File: src/rtl/jac_pkg.sv
// Shared definitions for the instruction sequencer: widths, opcode map,
// status flag positions, FSM state encoding and small decode helpers.
// SEQ_HALT_EN adds the HALT opcode (5'h1F) and the HALTED state.
package jac_pkg;

  localparam int DATA_W    = 8;
  localparam int OPC_W     = 5;
  localparam int PARAM_W   = 8;
  localparam int STATUS_W  = 6;
  localparam int NUM_REGS  = 8;
  localparam int REG_IDX_W = 3;
  localparam int INSTR_W   = OPC_W + 2 * REG_IDX_W + PARAM_W;

  typedef logic [OPC_W-1:0] opcode_t;

  // ALU-class opcodes form one contiguous range (ADD..SHR) so decode is a compare.
  localparam opcode_t OP_NOP  = 5'h00;
  localparam opcode_t OP_ADD  = 5'h01;
  localparam opcode_t OP_SUB  = 5'h02;
  localparam opcode_t OP_AND  = 5'h03;
  localparam opcode_t OP_OR   = 5'h04;
  localparam opcode_t OP_NOT  = 5'h05;
  localparam opcode_t OP_XOR  = 5'h06;
  localparam opcode_t OP_SHL  = 5'h07;
  localparam opcode_t OP_SHR  = 5'h08;
  localparam opcode_t OP_CMP  = 5'h09;
  localparam opcode_t OP_VAL  = 5'h0A;
  localparam opcode_t OP_GOTO = 5'h10;
  localparam opcode_t OP_IFZ  = 5'h11;
  localparam opcode_t OP_IFEQ = 5'h12;
  localparam opcode_t OP_IFST = 5'h13;
  localparam opcode_t OP_IFGT = 5'h14;
  localparam opcode_t OP_IFNZ = 5'h15;
  localparam opcode_t OP_HALT = 5'h1F;

  // Bit positions inside the status flag vector.
  localparam int ST_CARRY     = 0;
  localparam int ST_UNDERFLOW = 1;
  localparam int ST_ZERO      = 2;
  localparam int ST_EQUAL     = 3;
  localparam int ST_GT        = 4;
  localparam int ST_ST        = 5;

  typedef enum logic [1:0] {
    FETCH  = 2'd0,
    EXEC   = 2'd1,
`ifdef SEQ_HALT_EN
    WB     = 2'd2,
    HALTED = 2'd3
`else
    WB     = 2'd2
`endif
  } seq_state_e;

  // True for opcodes whose result is written back to the register file.
  function automatic logic is_alu_op(opcode_t op);
    return (op >= OP_ADD) && (op <= OP_SHR);
  endfunction

  // Reserved opcodes execute as NOP and raise the illegal pulse.
  function automatic logic is_reserved(opcode_t op);
    logic r;
    r = ((op >= 5'h0B) && (op <= 5'h0F)) || ((op >= 5'h16) && (op <= 5'h1E));
`ifndef SEQ_HALT_EN
    r = r || (op == OP_HALT);
`endif
    return r;
  endfunction

endpackage

File: src/rtl/jac_regfile.sv
// Register file for the sequencer: two asynchronous read ports, one
// synchronous write port, synchronous active-high clear of every entry.
module jac_regfile #(
  parameter int DataWidth = 8,
  parameter int NumRegs   = 8,
  parameter int IdxW      = $clog2(NumRegs)
) (
  input  logic                 clk_i,
  input  logic                 rst_i,
  input  logic [IdxW-1:0]      raddr_a_i,
  output logic [DataWidth-1:0] rdata_a_o,
  input  logic [IdxW-1:0]      raddr_b_i,
  output logic [DataWidth-1:0] rdata_b_o,
  input  logic                 we_i,
  input  logic [IdxW-1:0]      waddr_i,
  input  logic [DataWidth-1:0] wdata_i
);

  logic [DataWidth-1:0] regs_q [NumRegs];

  // Reset clears every entry and takes priority over a same-cycle write.
  always_ff @(posedge clk_i) begin
    if (rst_i) begin
      for (int i = 0; i < NumRegs; i++) begin
        regs_q[i] <= '0;
      end
    end else if (we_i) begin
      regs_q[waddr_i] <= wdata_i;
    end
  end

  assign rdata_a_o = regs_q[raddr_a_i];
  assign rdata_b_o = regs_q[raddr_b_i];

endmodule

File: src/rtl/instr_sequencer.sv
// Three-phase instruction sequencer (FETCH -> EXEC -> WB) driving an
// external combinational ALU and a request/acknowledge instruction memory.
// SEQ_HALT_EN enables the HALT opcode and the terminal HALTED state;
// without it opcode 5'h1F is reserved and halted is tied low.
//
// Fetch handshake: imem_req is high for every FETCH cycle with imem_addr
// equal to pc and stays high (address stable) until imem_ack; imem_data is
// sampled on the rising edge where imem_req and imem_ack are both high.
// imem_req is forced low while reset is high.
module instr_sequencer
  import jac_pkg::*;
#(
  parameter int DataWidth     = DATA_W,
  parameter int NumOpCodeBits = OPC_W,
  parameter int ParamBits     = PARAM_W,
  parameter int NumStatusBits = STATUS_W,
  parameter int NumRegs       = NUM_REGS,
  localparam int RegIdxBits   = $clog2(NumRegs),
  localparam int InstrBits    = NumOpCodeBits + 2 * RegIdxBits + ParamBits
) (
  input  logic                     clock,
  input  logic                     reset,
  output logic [ParamBits-1:0]     imem_addr,
  output logic                     imem_req,
  input  logic                     imem_ack,
  input  logic [InstrBits-1:0]     imem_data,
  output logic [NumOpCodeBits-1:0] alu_opcode,
  output logic [DataWidth-1:0]     alu_operand1,
  output logic [DataWidth-1:0]     alu_operand2,
  output logic [ParamBits-1:0]     alu_param,
  input  logic [DataWidth-1:0]     alu_result,
  input  logic [NumStatusBits-1:0] alu_status,
  output logic [NumStatusBits-1:0] status,
  output logic [ParamBits-1:0]     pc,
  output logic                     illegal,
  output logic                     halted,
  output logic [1:0]               dbg_state
);

  seq_state_e               state_q;
  logic [ParamBits-1:0]     pc_q;
  logic [ParamBits-1:0]     pc_d;
  logic [InstrBits-1:0]     instr_q;
  logic [DataWidth-1:0]     result_q;
  logic [NumStatusBits-1:0] st_cap_q;
  logic [NumStatusBits-1:0] status_q;
  logic                     illegal_q;
`ifdef SEQ_HALT_EN
  logic                     halted_q;
`endif

  // Instruction fields.
  logic [NumOpCodeBits-1:0] opcode;
  logic [RegIdxBits-1:0]    rd_idx;
  logic [RegIdxBits-1:0]    rs_idx;
  logic [ParamBits-1:0]     param;

  assign opcode = instr_q[InstrBits-1 -: NumOpCodeBits];
  assign rd_idx = instr_q[ParamBits + RegIdxBits +: RegIdxBits];
  assign rs_idx = instr_q[ParamBits +: RegIdxBits];
  assign param  = instr_q[ParamBits-1:0];

  // Register file hookup; writes only happen in WB.
  logic [DataWidth-1:0] rd_data;
  logic [DataWidth-1:0] rs_data;
  logic                 rf_we;
  logic [DataWidth-1:0] rf_wdata;
  logic                 updates_status;

  assign updates_status = is_alu_op(opcode) || (opcode == OP_CMP);
  assign rf_we          = (state_q == WB) && (is_alu_op(opcode) || (opcode == OP_VAL));
  assign rf_wdata       = (opcode == OP_VAL) ? DataWidth'(param) : result_q;

  jac_regfile #(
    .DataWidth (DataWidth),
    .NumRegs   (NumRegs),
    .IdxW      (RegIdxBits)
  ) u_regfile (
    .clk_i     (clock),
    .rst_i     (reset),
    .raddr_a_i (rd_idx),
    .rdata_a_o (rd_data),
    .raddr_b_i (rs_idx),
    .rdata_b_o (rs_data),
    .we_i      (rf_we),
    .waddr_i   (rd_idx),
    .wdata_i   (rf_wdata)
  );

  // ALU is only driven in EXEC; CMP reuses SUB and non-ALU opcodes present NOP.
  always_comb begin
    alu_opcode   = OP_NOP;
    alu_operand1 = '0;
    alu_operand2 = '0;
    alu_param    = '0;
    if (state_q == EXEC) begin
      alu_operand1 = rd_data;
      alu_operand2 = rs_data;
      alu_param    = param;
      if (is_alu_op(opcode)) begin
        alu_opcode = opcode;
      end else if (opcode == OP_CMP) begin
        alu_opcode = OP_SUB;
      end
    end
  end

  // Next pc: conditional branches test the flags as held at the start of WB.
  always_comb begin
    logic take;
    take = 1'b0;
    case (opcode)
      OP_GOTO: take = 1'b1;
      OP_IFZ:  take = status_q[ST_ZERO];
      OP_IFEQ: take = status_q[ST_EQUAL];
      OP_IFST: take = status_q[ST_ST];
      OP_IFGT: take = status_q[ST_GT];
      OP_IFNZ: take = !status_q[ST_ZERO];
      default: take = 1'b0;
    endcase
    pc_d = take ? param : (pc_q + ParamBits'(1));
  end

  // Sequencer FSM with its registered outputs; reset aborts any instruction.
  always_ff @(posedge clock) begin
    if (reset) begin
      state_q   <= FETCH;
      pc_q      <= '0;
      instr_q   <= '0;
      result_q  <= '0;
      st_cap_q  <= '0;
      status_q  <= '0;
      illegal_q <= 1'b0;
`ifdef SEQ_HALT_EN
      halted_q  <= 1'b0;
`endif
    end else begin
      illegal_q <= 1'b0;
      case (state_q)
        FETCH: begin
          if (imem_ack) begin
            instr_q <= imem_data;
            state_q <= EXEC;
          end
        end
        EXEC: begin
          result_q  <= alu_result;
          st_cap_q  <= alu_status;
          illegal_q <= is_reserved(opcode);
          state_q   <= WB;
        end
        WB: begin
          if (updates_status) begin
            status_q <= st_cap_q;
          end
          pc_q <= pc_d;
`ifdef SEQ_HALT_EN
          if (opcode == OP_HALT) begin
            state_q  <= HALTED;
            halted_q <= 1'b1;
          end else begin
            state_q <= FETCH;
          end
`else
          state_q <= FETCH;
`endif
        end
`ifdef SEQ_HALT_EN
        HALTED: state_q <= HALTED;
`endif
        default: state_q <= FETCH;
      endcase
    end
  end

  assign imem_req  = (state_q == FETCH) && !reset;
  assign imem_addr = pc_q;
  assign pc        = pc_q;
  assign status    = status_q;
  assign illegal   = illegal_q;
  assign dbg_state = state_q;
`ifdef SEQ_HALT_EN
  assign halted    = halted_q;
`else
  assign halted    = 1'b0;
`endif

endmodule
File: config.mk
export PLATFORM = sky130hd
export DESIGN_NAME = instr_sequencer
export DESIGN_NICKNAME = d
export VERILOG_FILES = /design/src/rtl/jac_pkg.sv /design/src/rtl/jac_regfile.sv /design/src/rtl/instr_sequencer.sv
export SDC_FILE = /design/constraint.sdc
export NUM_CORES = 1
export LEC_CHECK = 0
export BUFFER_PORTS_ARGS = -buffer_cell sky130_fd_sc_hd__buf_2
export CAP_MARGIN = 30
export CORE_MARGIN = 8
export CORE_UTILIZATION = 45
export DETAILED_ROUTE_END_ITERATION = 10
export PLACE_DENSITY = 0.73
export SLEW_MARGIN = 10
export SYNTH_ARGS = -nofsm -noshare
export SYNTH_HDL_FRONTEND = slang
export SYNTH_HIERARCHICAL = 1
export SYNTH_SLANG_ARGS = --single-unit
File: constraint.sdc
create_clock -name clock -period 3.7 [get_ports clock]
set_input_delay 0.74 -clock clock [delete_from_list [all_inputs] [get_ports clock]]
set_output_delay 0.74 -clock clock [all_outputs]
set_load 0.02 [all_outputs]
==> results.txt <==
status - complete, no violations
post_cts resized - 0
port bufs - 89
worst r2r path cells - 4
Final WS setup - 0.489 ns
Mapped Area - 6170 sq um
ant diodes - 0
Final Power - 3.30 mW
synth unique cells - 56
core box area - 13300 sq um
Gate Count Post-Synth - 552
routed len/inst - 19.9 um
maximum buffer depth of the clock tree - 2
maximum vdd drop - 340 uV
DP HPWL - 10.8 mm
Tcrit/Tclk final - 0.868
Slew Limit Headroom - 0.363
CTS root buf - clkbuf_16
Crit path required time - 2.96 ns
DIE AREA - 17700 sq um
layout cells sized above 1 - 0.260
Crit. End Element - output pin
Iter 0 DRT Violations - 555
Worst R2R End - u_regfile/regs_q[2][1]
First-pass DRT Iterations - 5
FP Rows - 42
final hold vios - 0
CP max stage delay - 0.69 ns
FF-to-FF setup slack - 0.57 ns
leak pwr - 2.72 nW
area post-placement - 6560 sq um
post-synthesis sequential area ratio - 0.474
RSZ-0062 raised after global routing - no
Max FO, Critical Path - 10
CTS tree - done
vias in the first global route - 4682
Area Growth Syn to Fin - 15.5%
Routed WL - 16.0 mm
Slew Limit Fails - 0
cts hold-fix bufs - 0
ys async rst share - 0
Least-Margin Pin Slew - 0.955 ns
Remaining Overflow, GRT - 0
DR vias/cell - 5.80
Warnings, synthesis - 6
Mapped Avg Cell Area - 11.2 sq um
Final Wtd Congestion - 0.867
initial antenna violation count - 0
Hold Path Class - reg -> reg
largest net degree at the start of global routing - 62
global-route wire length before repair - 24.8 mm
Initial Util - 0.464
RR Startpoint - instr_q[16]
# clock sinks - 114
critical path launch point - instr_q[11]
worst hold path endpoint - result_q[6]
Worst-path clk slew - 0.05 ns
vias - 4659
post-route cell area - 7120 sq um
worst path arrival time - 2.47 ns
Clock Latency Late Sink - 0.40 ns
Fin Setup TNS - 0 ns
number of synthesized flops with an enable pin - 64
nets - 651
H-tree depth - 4
Ports - 92
slowest CP cell - dfxtp_1
P per Cell Area - 463 nW/um^2
post-CTS setup buffers - 0
Fmax - 311 MHz
Setup Viol. Count Final - 0
Fillers - 1131
Setup WS pre-CTS - 0.619 ns
Tot GR Track Use - 0.178
Antenna Nets Post-Route - 0
Worst Hold Path Cells - 2
HP Start - result_q[6]
synthesized flop and latch total - 114
total CTS buffers - 17
DRC viols - 0
Worst Setup Start Kind - register
post-layout min period - 3.21 ns
Die Wd - 133 um
max-cap check violation count - 0
Synth Flop Type - edfxtp_1
CP Class - reg -> out
die height - 133 um
CP Cell Sequence - buf_8 > mux4_1 > mux2_2 > and2_1 > buf_2
final clock skew - 0.00848 ns
[how the worst max path moves through the flow]
| stage | to | slack, ns | cells after the start |
|---|---|---|---|
| floorplan | u_regfile/regs_q[0][0] | 0.91 | 7 |
| global placement | u_regfile/regs_q[4][5] | 0.76 | 4 |
| detailed placement | u_regfile/regs_q[4][6] | 0.62 | 4 |
| CTS | alu_operand1[7] | 0.29 | 4 |
| global route | alu_operand1[1] | 0.42 | 5 |
| finish | alu_operand1[7] | 0.49 | 5 |
[routing by layer]
metal  track usage  wire length, um  vias to the layer above
li1              -                -                     2169
met1         0.213             6530                     2256
met2         0.305             8070                      203
met3        0.0424              990                       31
met4        0.0662              381                        0
met5             0                0                        -
[state kept, by name, summed over array words and instances (netlist names)]
name / count
u_regfile/regs_q: 64
instr_q: 19
imem_addr: 8
result_q: 8
st_cap_q: 6
status: 6
dbg_state: 2
illegal: 1
[cell usage in the layout, fill, tap and decap left out, types with 4 or more instances in the layout]
cell type   n
nand2b_1    5
a21oi_1    33
o21bai_1    8
buf_2      89
nor2b_2     4
dfxtp_1    50
buf_4      12
clkbuf_16  17
nor3_1     74
or4_1       7
a31oi_1     7
mux2_1      8
nor2b_1     4
nor2_1     10
mux2i_1     6
and2_1     28
o32ai_1     4
o21ai_0     5
edfxtp_1   64
clkinv_2    7
nand2_1    85
mux4_1     29
mux2_2     16
clkinv_1    9
[synthesized netlist by cell type (7+ instances only)]
| library cell | count | area share |
|---|---|---|
| clkinv_1 | 8 | 0.0049 |
| a21oi_1 | 33 | 0.027 |
| dfxtp_1 | 50 | 0.16 |
| buf_4 | 12 | 0.015 |
| nand2_1 | 85 | 0.052 |
| mux2_2 | 16 | 0.029 |
| mux4_1 | 29 | 0.12 |
| nor3_1 | 74 | 0.060 |
| mux2_1 | 8 | 0.015 |
| buf_2 | 12 | 0.0097 |
| or4_1 | 7 | 0.0085 |
| o21bai_1 | 8 | 0.0097 |
| and2_1 | 28 | 0.028 |
| nor2_1 | 10 | 0.0061 |
| clkbuf_1 | 23 | 0.014 |
| edfxtp_1 | 64 | 0.31 |
| a31oi_1 | 7 | 0.0071 |
[cell type report]
cell class	count	area, sq um	share of cell area
clock buffer	20	437	0.0613
clock inverter	12	116	0.0163
inverter	9	35.0	0.00492
multi-input combinational	370	2840	0.399
sequential	114	2920	0.410
tap	176	220	0.0309
timing repair buffer	102	551	0.0773
[worst max-delay path, delay by kind of cell, from the launching register on]
| family | cells | cell delay [ns] |
|---|---|---|
| multiplexers | 2 | 0.84 |
| flip-flops | 1 | 0.69 |
| buffers and inverters | 2 | 0.39 |
| AND/OR/NAND/NOR | 1 | 0.15 |
[logic make-up (layout without fill, tap and decap cells)]
group / after synthesis / count (layout) / share of synthesized area
mux: 62 / 62 / 0.188
compound gates: 71 / 71 / 0.0759
fa+ha+maj: 1 / 1 / 0.00203
flops: 114 / 114 / 0.474
simple gates: 234 / 234 / 0.193
other cells: 1 / 2 / 0.000608
buf+inv: 69 / 143 / 0.0665
[stage by stage]
step           hold slack [ns]  std cells  utilization
6_report                 0.459        803        0.536
5_1_grt                  0.479        803        0.536
4_1_cts                  0.453        802        0.535
3_5_place_dp             0.446        770        0.493
3_3_place_gp             0.440        770        0.493
2_1_floorplan            0.432        553            -
[power by group]
group          total, mW  internal, mW  switching, mW
clock               1.52         0.978          0.544
sequential          1.45          1.39         0.0630
combinational      0.326         0.141          0.185
No activity file was read; power rests on OpenSTA's default activity.
